[src/rtl/ad5683_spi_rx.sv]
`default_nettype none
//==============================================================================
// Module  : ad5683_spi_rx
// Brief   : Oversampling SPI responder for the 24-bit AD5683 write protocol;
//           decodes frames and models the DAC input, DAC and control registers.
// Revision: 1.0 - initial release
//==============================================================================
module ad5683_spi_rx #(
    parameter int          SYNC_STAGES = 2,
    parameter logic [15:0] DAC_RESET   = 16'h0000,
    parameter int          FRAME_BITS  = 24
) (
    input  logic        clk,
    input  logic        reset_n,
    input  logic        sclk,
    input  logic        mosi,
    input  logic        sync_n,
    output logic [3:0]  cmd,
    output logic [15:0] data,
    output logic        frame_valid,
    output logic        frame_err,
    output logic        err_long,
    output logic [15:0] input_reg,
    output logic [15:0] dac_reg,
    output logic [3:0]  ctrl_reg,
    output logic [15:0] frame_count
);

    localparam logic [4:0] c_frame_bits = 5'(FRAME_BITS);

    typedef enum logic [1:0] {
        ST_IDLE  = 2'd0,
        ST_SHIFT = 2'd1,
        ST_OVER  = 2'd2
    } state_t;

    logic [SYNC_STAGES-1:0] r_sclk_sync;
    logic [SYNC_STAGES-1:0] r_sync_n_sync;
    logic [SYNC_STAGES-1:0] r_mosi_sync;
    logic                   r_sclk_hist;
    logic                   r_sync_n_hist;
    logic                   r_sclk_fall;
    logic                   r_sync_fall;
    logic                   r_sync_rise;
    logic                   r_mosi_bit;

    logic w_sclk_cur;
    logic w_sync_n_cur;
    logic w_mosi_cur;

    assign w_sclk_cur   = r_sclk_sync[SYNC_STAGES-1];
    assign w_sync_n_cur = r_sync_n_sync[SYNC_STAGES-1];
    assign w_mosi_cur   = r_mosi_sync[SYNC_STAGES-1];

    // Edge strobes are registered together with the matching mosi sample so
    // the FSM always sees the data bit that was present at the sclk fall.
    always_ff @(posedge clk) begin
        if (!reset_n) begin
            r_sclk_sync   <= '1;
            r_sync_n_sync <= '1;
            r_mosi_sync   <= '0;
            r_sclk_hist   <= 1'b1;
            r_sync_n_hist <= 1'b1;
            r_sclk_fall   <= 1'b0;
            r_sync_fall   <= 1'b0;
            r_sync_rise   <= 1'b0;
            r_mosi_bit    <= 1'b0;
        end else begin
            r_sclk_sync   <= {r_sclk_sync[SYNC_STAGES-2:0], sclk};
            r_sync_n_sync <= {r_sync_n_sync[SYNC_STAGES-2:0], sync_n};
            r_mosi_sync   <= {r_mosi_sync[SYNC_STAGES-2:0], mosi};
            r_sclk_hist   <= w_sclk_cur;
            r_sync_n_hist <= w_sync_n_cur;
            r_sclk_fall   <= r_sclk_hist & ~w_sclk_cur;
            r_sync_fall   <= r_sync_n_hist & ~w_sync_n_cur;
            r_sync_rise   <= ~r_sync_n_hist & w_sync_n_cur;
            r_mosi_bit    <= w_mosi_cur;
        end
    end

    state_t      r_state, w_state_nxt;
    logic [4:0]  r_bit_cnt, w_bit_cnt_nxt;
    logic [23:0] r_shift, w_shift_nxt;
    logic        r_end_ok, w_end_ok;
    logic        r_end_err, w_end_err;
    logic        r_end_long, w_end_long;

    always_ff @(posedge clk) begin
        if (!reset_n) begin
            r_state    <= ST_IDLE;
            r_bit_cnt  <= 5'd0;
            r_shift    <= 24'd0;
            r_end_ok   <= 1'b0;
            r_end_err  <= 1'b0;
            r_end_long <= 1'b0;
        end else begin
            r_state    <= w_state_nxt;
            r_bit_cnt  <= w_bit_cnt_nxt;
            r_shift    <= w_shift_nxt;
            r_end_ok   <= w_end_ok;
            r_end_err  <= w_end_err;
            r_end_long <= w_end_long;
        end
    end

    always_comb begin
        w_state_nxt   = r_state;
        w_bit_cnt_nxt = r_bit_cnt;
        w_shift_nxt   = r_shift;
        w_end_ok      = 1'b0;
        w_end_err     = 1'b0;
        w_end_long    = 1'b0;
        case (r_state)
            ST_IDLE: begin
                if (r_sync_fall) begin
                    w_state_nxt   = ST_SHIFT;
                    w_bit_cnt_nxt = 5'd0;
                    w_shift_nxt   = 24'd0;
                end
            end
            ST_SHIFT: begin
                // Frame end wins over a coincident sclk fall.
                if (r_sync_rise) begin
                    w_state_nxt = ST_IDLE;
                    if (r_bit_cnt == c_frame_bits) begin
                        w_end_ok = 1'b1;
                    end else begin
                        w_end_err = 1'b1;
                    end
                end else if (r_sclk_fall) begin
                    if (r_bit_cnt == c_frame_bits) begin
                        w_state_nxt = ST_OVER;
                    end else begin
                        w_shift_nxt   = {r_shift[22:0], r_mosi_bit};
                        w_bit_cnt_nxt = r_bit_cnt + 5'd1;
                    end
                end
            end
            ST_OVER: begin
                if (r_sync_rise) begin
                    w_state_nxt = ST_IDLE;
                    w_end_err   = 1'b1;
                    w_end_long  = 1'b1;
                end
            end
            default: w_state_nxt = ST_IDLE;
        endcase
    end

    always_ff @(posedge clk) begin
        if (!reset_n) begin
            cmd         <= 4'd0;
            data        <= 16'd0;
            frame_valid <= 1'b0;
            frame_err   <= 1'b0;
            err_long    <= 1'b0;
            input_reg   <= DAC_RESET;
            dac_reg     <= DAC_RESET;
            ctrl_reg    <= 4'd0;
            frame_count <= 16'd0;
        end else begin
            frame_valid <= r_end_ok;
            frame_err   <= r_end_err;
            if (r_end_err) begin
                err_long <= r_end_long;
            end
            if (r_end_ok) begin
                cmd         <= r_shift[23:20];
                data        <= r_shift[19:4];
                frame_count <= frame_count + 16'd1;
                case (r_shift[23:20])
                    4'b0001: input_reg <= r_shift[19:4];
                    4'b0010: dac_reg   <= input_reg;
                    4'b0011: begin
                        input_reg <= r_shift[19:4];
                        dac_reg   <= r_shift[19:4];
                    end
                    4'b0100: ctrl_reg  <= r_shift[19:16];
                    default: ;
                endcase
            end
        end
    end

endmodule
`default_nettype wire

[config.mk]
export PLATFORM = sky130hd
export DESIGN_NAME = ad5683_spi_rx
export DESIGN_NICKNAME = d
export VERILOG_FILES = /design/src/rtl/ad5683_spi_rx.sv
export SDC_FILE = /design/constraint.sdc
export NUM_CORES = 1
export LEC_CHECK = 0
export BUFFER_PORTS_ARGS = -buffer_cell sky130_fd_sc_hd__buf_2
export CORE_MARGIN = 5
export CORE_UTILIZATION = 55
export CTS_CLUSTER_DIAMETER = 100
export DETAILED_ROUTE_END_ITERATION = 6
export GPL_TIMING_DRIVEN = 0
export PLACE_DENSITY = 0.78
export SLEW_MARGIN = 20
export SYNTH_ARGS = -nofsm -noshare
export SYNTH_HDL_FRONTEND = slang
export SYNTH_SLANG_ARGS = --single-unit
[constraint.sdc]
create_clock -name clk -period 5.1 [get_ports clk]
set_clock_uncertainty 0.05 [all_clocks]
set_input_delay 1.02 -clock clk [delete_from_list [all_inputs] [get_ports clk]]
set_output_delay 1.02 -clock clk [all_outputs]
set_load 0.01 [all_outputs]
==> results.md <==
* Outcome: finished, final reports clean
* Gate count of the mapped netlist at 515
* Final-report max-slew violation count at 0
* WP buf/inv at 1
* Initial antenna violation count at 0
* Hold path depth at 2
* Final Hold Viols at 0
* Fill cells at 665
* Starting Density at 0.556
* Largest reg by FF count: r_shift
* R2R setup slack at 3.14 ns
* Least-Margin Pin Slew at 0.856 ns
* Top-Level Pins at 80
* Hold WC Path Type: reg -> reg
* Clock sinks at 121
* Post-route non-filler standard cell count at 733
* Fin Setup TNS at 0 ns
* Chip width at 103 um
* Placed Cells at 702
* Gr ovfl total at 0
* Share of layout cells above drive strength 1 at 0.202
* Largest family of logic cells by synthesized area: simple AND/OR/NAND/NOR gates
* H-tree depth at 4
* Asr flop ratio synth at 0
* Post-DP HPWL at 7780 um
* Max reg flops at 24
* Setup violations, final at 0
* Total Wirelength at 11300 um
* Setup slack after layout at 2.92 ns
* Achievable frequency at 0.458 GHz
* CTS root buf: clkbuf_8
* EDFF count, synth at 0
* Final Cell Area at 5900 um^2
* Number of global-route vias before repair at 3776
* CP Data Required Time at 4.03 ns
* First-pass GRT wire length at 18100 um
* Overall power at 2.37 mW
* P per Cell Area at 402 nW/um^2
* WHS Endpoint: r_sclk_fall
* # resized after CTS at 0
* Max_slew headroom at 0.421
* Critical path class: reg -> out
* Rows at 34
* Syn-to-layout area delta at 23.0%
* Iter 0 DRT Violations at 226
* Worst slack, placed at 2.68 ns
* Peak VDD IR at 295 uV
* Via count at 3951
* Tcrit/Tclk final at 0.428
* Die height at 103 um
* FF-to-FF Start: r_state[1]
* R2R cell count at 7
* Cell Area, Synth at 4800 um^2
* CTS tree: done
* Worst setup EP type: output port
* Critical path's top delay family: flip-flops
* Leak pwr at 2.45 nW
* CP cell instances: buf_2
* Detailed Routing Iterations Pass 1 at 5
* Avg Inst Size Synth at 9.32 um^2
* Number of I/O port buffers at 79
* Placed cell areas at 5330 um^2
* Adder-cell share of the synthesized area at 0.0182
* CP max-delay cell: dfxtp_1
* Area contributors post-synth: dfxtp_1, mux2i_1, nand2_1
* Worst-path maximum fanout at 6
* Simple-gate area share of the yosys netlist at 0.203
* Setup Fix Bufs, Post-CTS at 0
* Unrepaired setup endpoints after global routing: no
* Largest net degree at the start of global routing at 17
* Die area at 10700 um^2
* WL/cell at 15.4 um
* Final Core Density at 0.684
* Ys Warns at 0
* Register area share after synthesis at 0.504
* Worst Hold Slack at 0.359 ns
* Worst Hold Launch: r_sclk_hist
* Final net count at 625
* Clock transition at path regs at 0.06 ns
* Type of origin of the critical path: flip-flop
* Mux cell area share after synthesis at 0.135
* Post-DRT Antenna Nets at 0
* Most used DFF post-synth: dfxtp_1
* Syn nets at 527
* Maximum Capacitance Violations at 0
* CP arrival at 1.11 ns
* GRT Overall Usage at 0.220
* Dominant cell type by area after synthesis: dfxtp_1
* Clock latency on the worst-skew pair at 0.51 ns
* Total CTS buffers at 17
* Ant. Diodes at 0
* Maximum clock path buffer count at 2
* Top-area cell type share of the netlist area at 0.504
* Yosys cell types at 42
* DRC viols at 0
* Compound-Gate Fraction of Synth Area at 0.0740
* CP max stage delay at 0.43 ns
* GPL Wtd Cong at 0.838
* Core Area at 8640 um^2
* Synth Area in XOR/XNOR at 0.0182
* Synth Register Bits at 121
* Reg2reg end: r_shift[22]
* Hold-fix buffers, CTS at 0
* Min Tclk post-route at 2.18 ns
* Vias per cell at 5.39
-- cell families after synthesis --
group | Yosys count
and+or+nand+nor | 210
xor gates and xnor gates | 10
adders and majority gates | 7
AOI/OAI and AO/OA | 56
buffers and inverters | 46
DFF | 121
muxes | 65
-- Yosys cell counts (5+ instances only) --
cell and count:
a211oi_1 17, a21oi_1 26, and2_1 6, and3_1 6
buf_2 5, clkbuf_1 23, dfxtp_1 121, ha_1 7
inv_1 11, mux2i_1 65, nand2_1 73, nand2b_1 9
nand3_1 39, nand4_1 6, nor2_1 57, xor2_1 9
-- final cells by class --
class	instances	area [um^2]	share of cell area
Sequential cell	121	2420	0.410
Multi-Input combinational cell	348	2160	0.365
Clock buffer	18	418	0.0708
Timing Repair Buffer	79	395	0.0670
Buffer	35	183	0.0309
Clock inverter	13	154	0.0261
Tap cell	108	135	0.0229
Inverter	11	41.3	0.00699
-- cell usage in the layout (no fill, tap or decap), types with 2 or more instances in the layout --
| cell | instances |
|---|---|
| nand3_1 | 39 |
| buf_6 | 2 |
| or3_1 | 2 |
| and2_1 | 6 |
| o21a_1 | 2 |
| nand2_1 | 73 |
| buf_2 | 84 |
| dfxtp_1 | 121 |
| buf_8 | 2 |
| bufinv_16 | 3 |
| clkinv_2 | 6 |
| clkbuf_16 | 16 |
| and4_1 | 2 |
| mux2i_1 | 65 |
| buf_4 | 2 |
| nand4_1 | 6 |
| and3_1 | 6 |
| a21oi_1 | 26 |
| nor2_1 | 57 |
| or4_1 | 2 |
| clkinv_4 | 2 |
| ha_1 | 7 |
| inv_1 | 11 |
| xor2_1 | 9 |
| nand2b_1 | 9 |
| o21ai_0 | 3 |
| clkbuf_1 | 24 |
| a211oi_1 | 17 |
-- worst max path at each step --
stage	slack [ns]	start	endpoint	cells past startpoint
6_report	2.92	frame_count[8]	frame_count[8]	1
4_1_cts	2.90	frame_count[8]	frame_count[8]	1
5_1_grt	2.87	frame_count[8]	frame_count[8]	1
3_5_place_dp	2.68	reset_n	ctrl_reg[1]	5
2_1_floorplan	3.21	reset_n	r_shift[10]	4
3_3_place_gp	2.75	reset_n	frame_count[13]	5
-- per-layer routing --
layer	track usage	share of wire	routed length [um]
met1	0.276	0.44	4950
met5	0	0	0
met2	0.359	0.49	5490
met4	0.0936	0.020	228
met3	0.0550	0.052	587
-- power breakdown --
part | switching (mW) | leakage, nW | total [mW] | internal, mW
Combinational | 0.164 | 1.19 | 0.262 | 0.0976
Clock | 0.415 | 0.284 | 1.15 | 0.737
Sequential | 0.00384 | 0.976 | 0.957 | 0.953
Total | 0.583 | 2.45 | 2.37 | 1.79
Power figures use the tool's default switching activity.
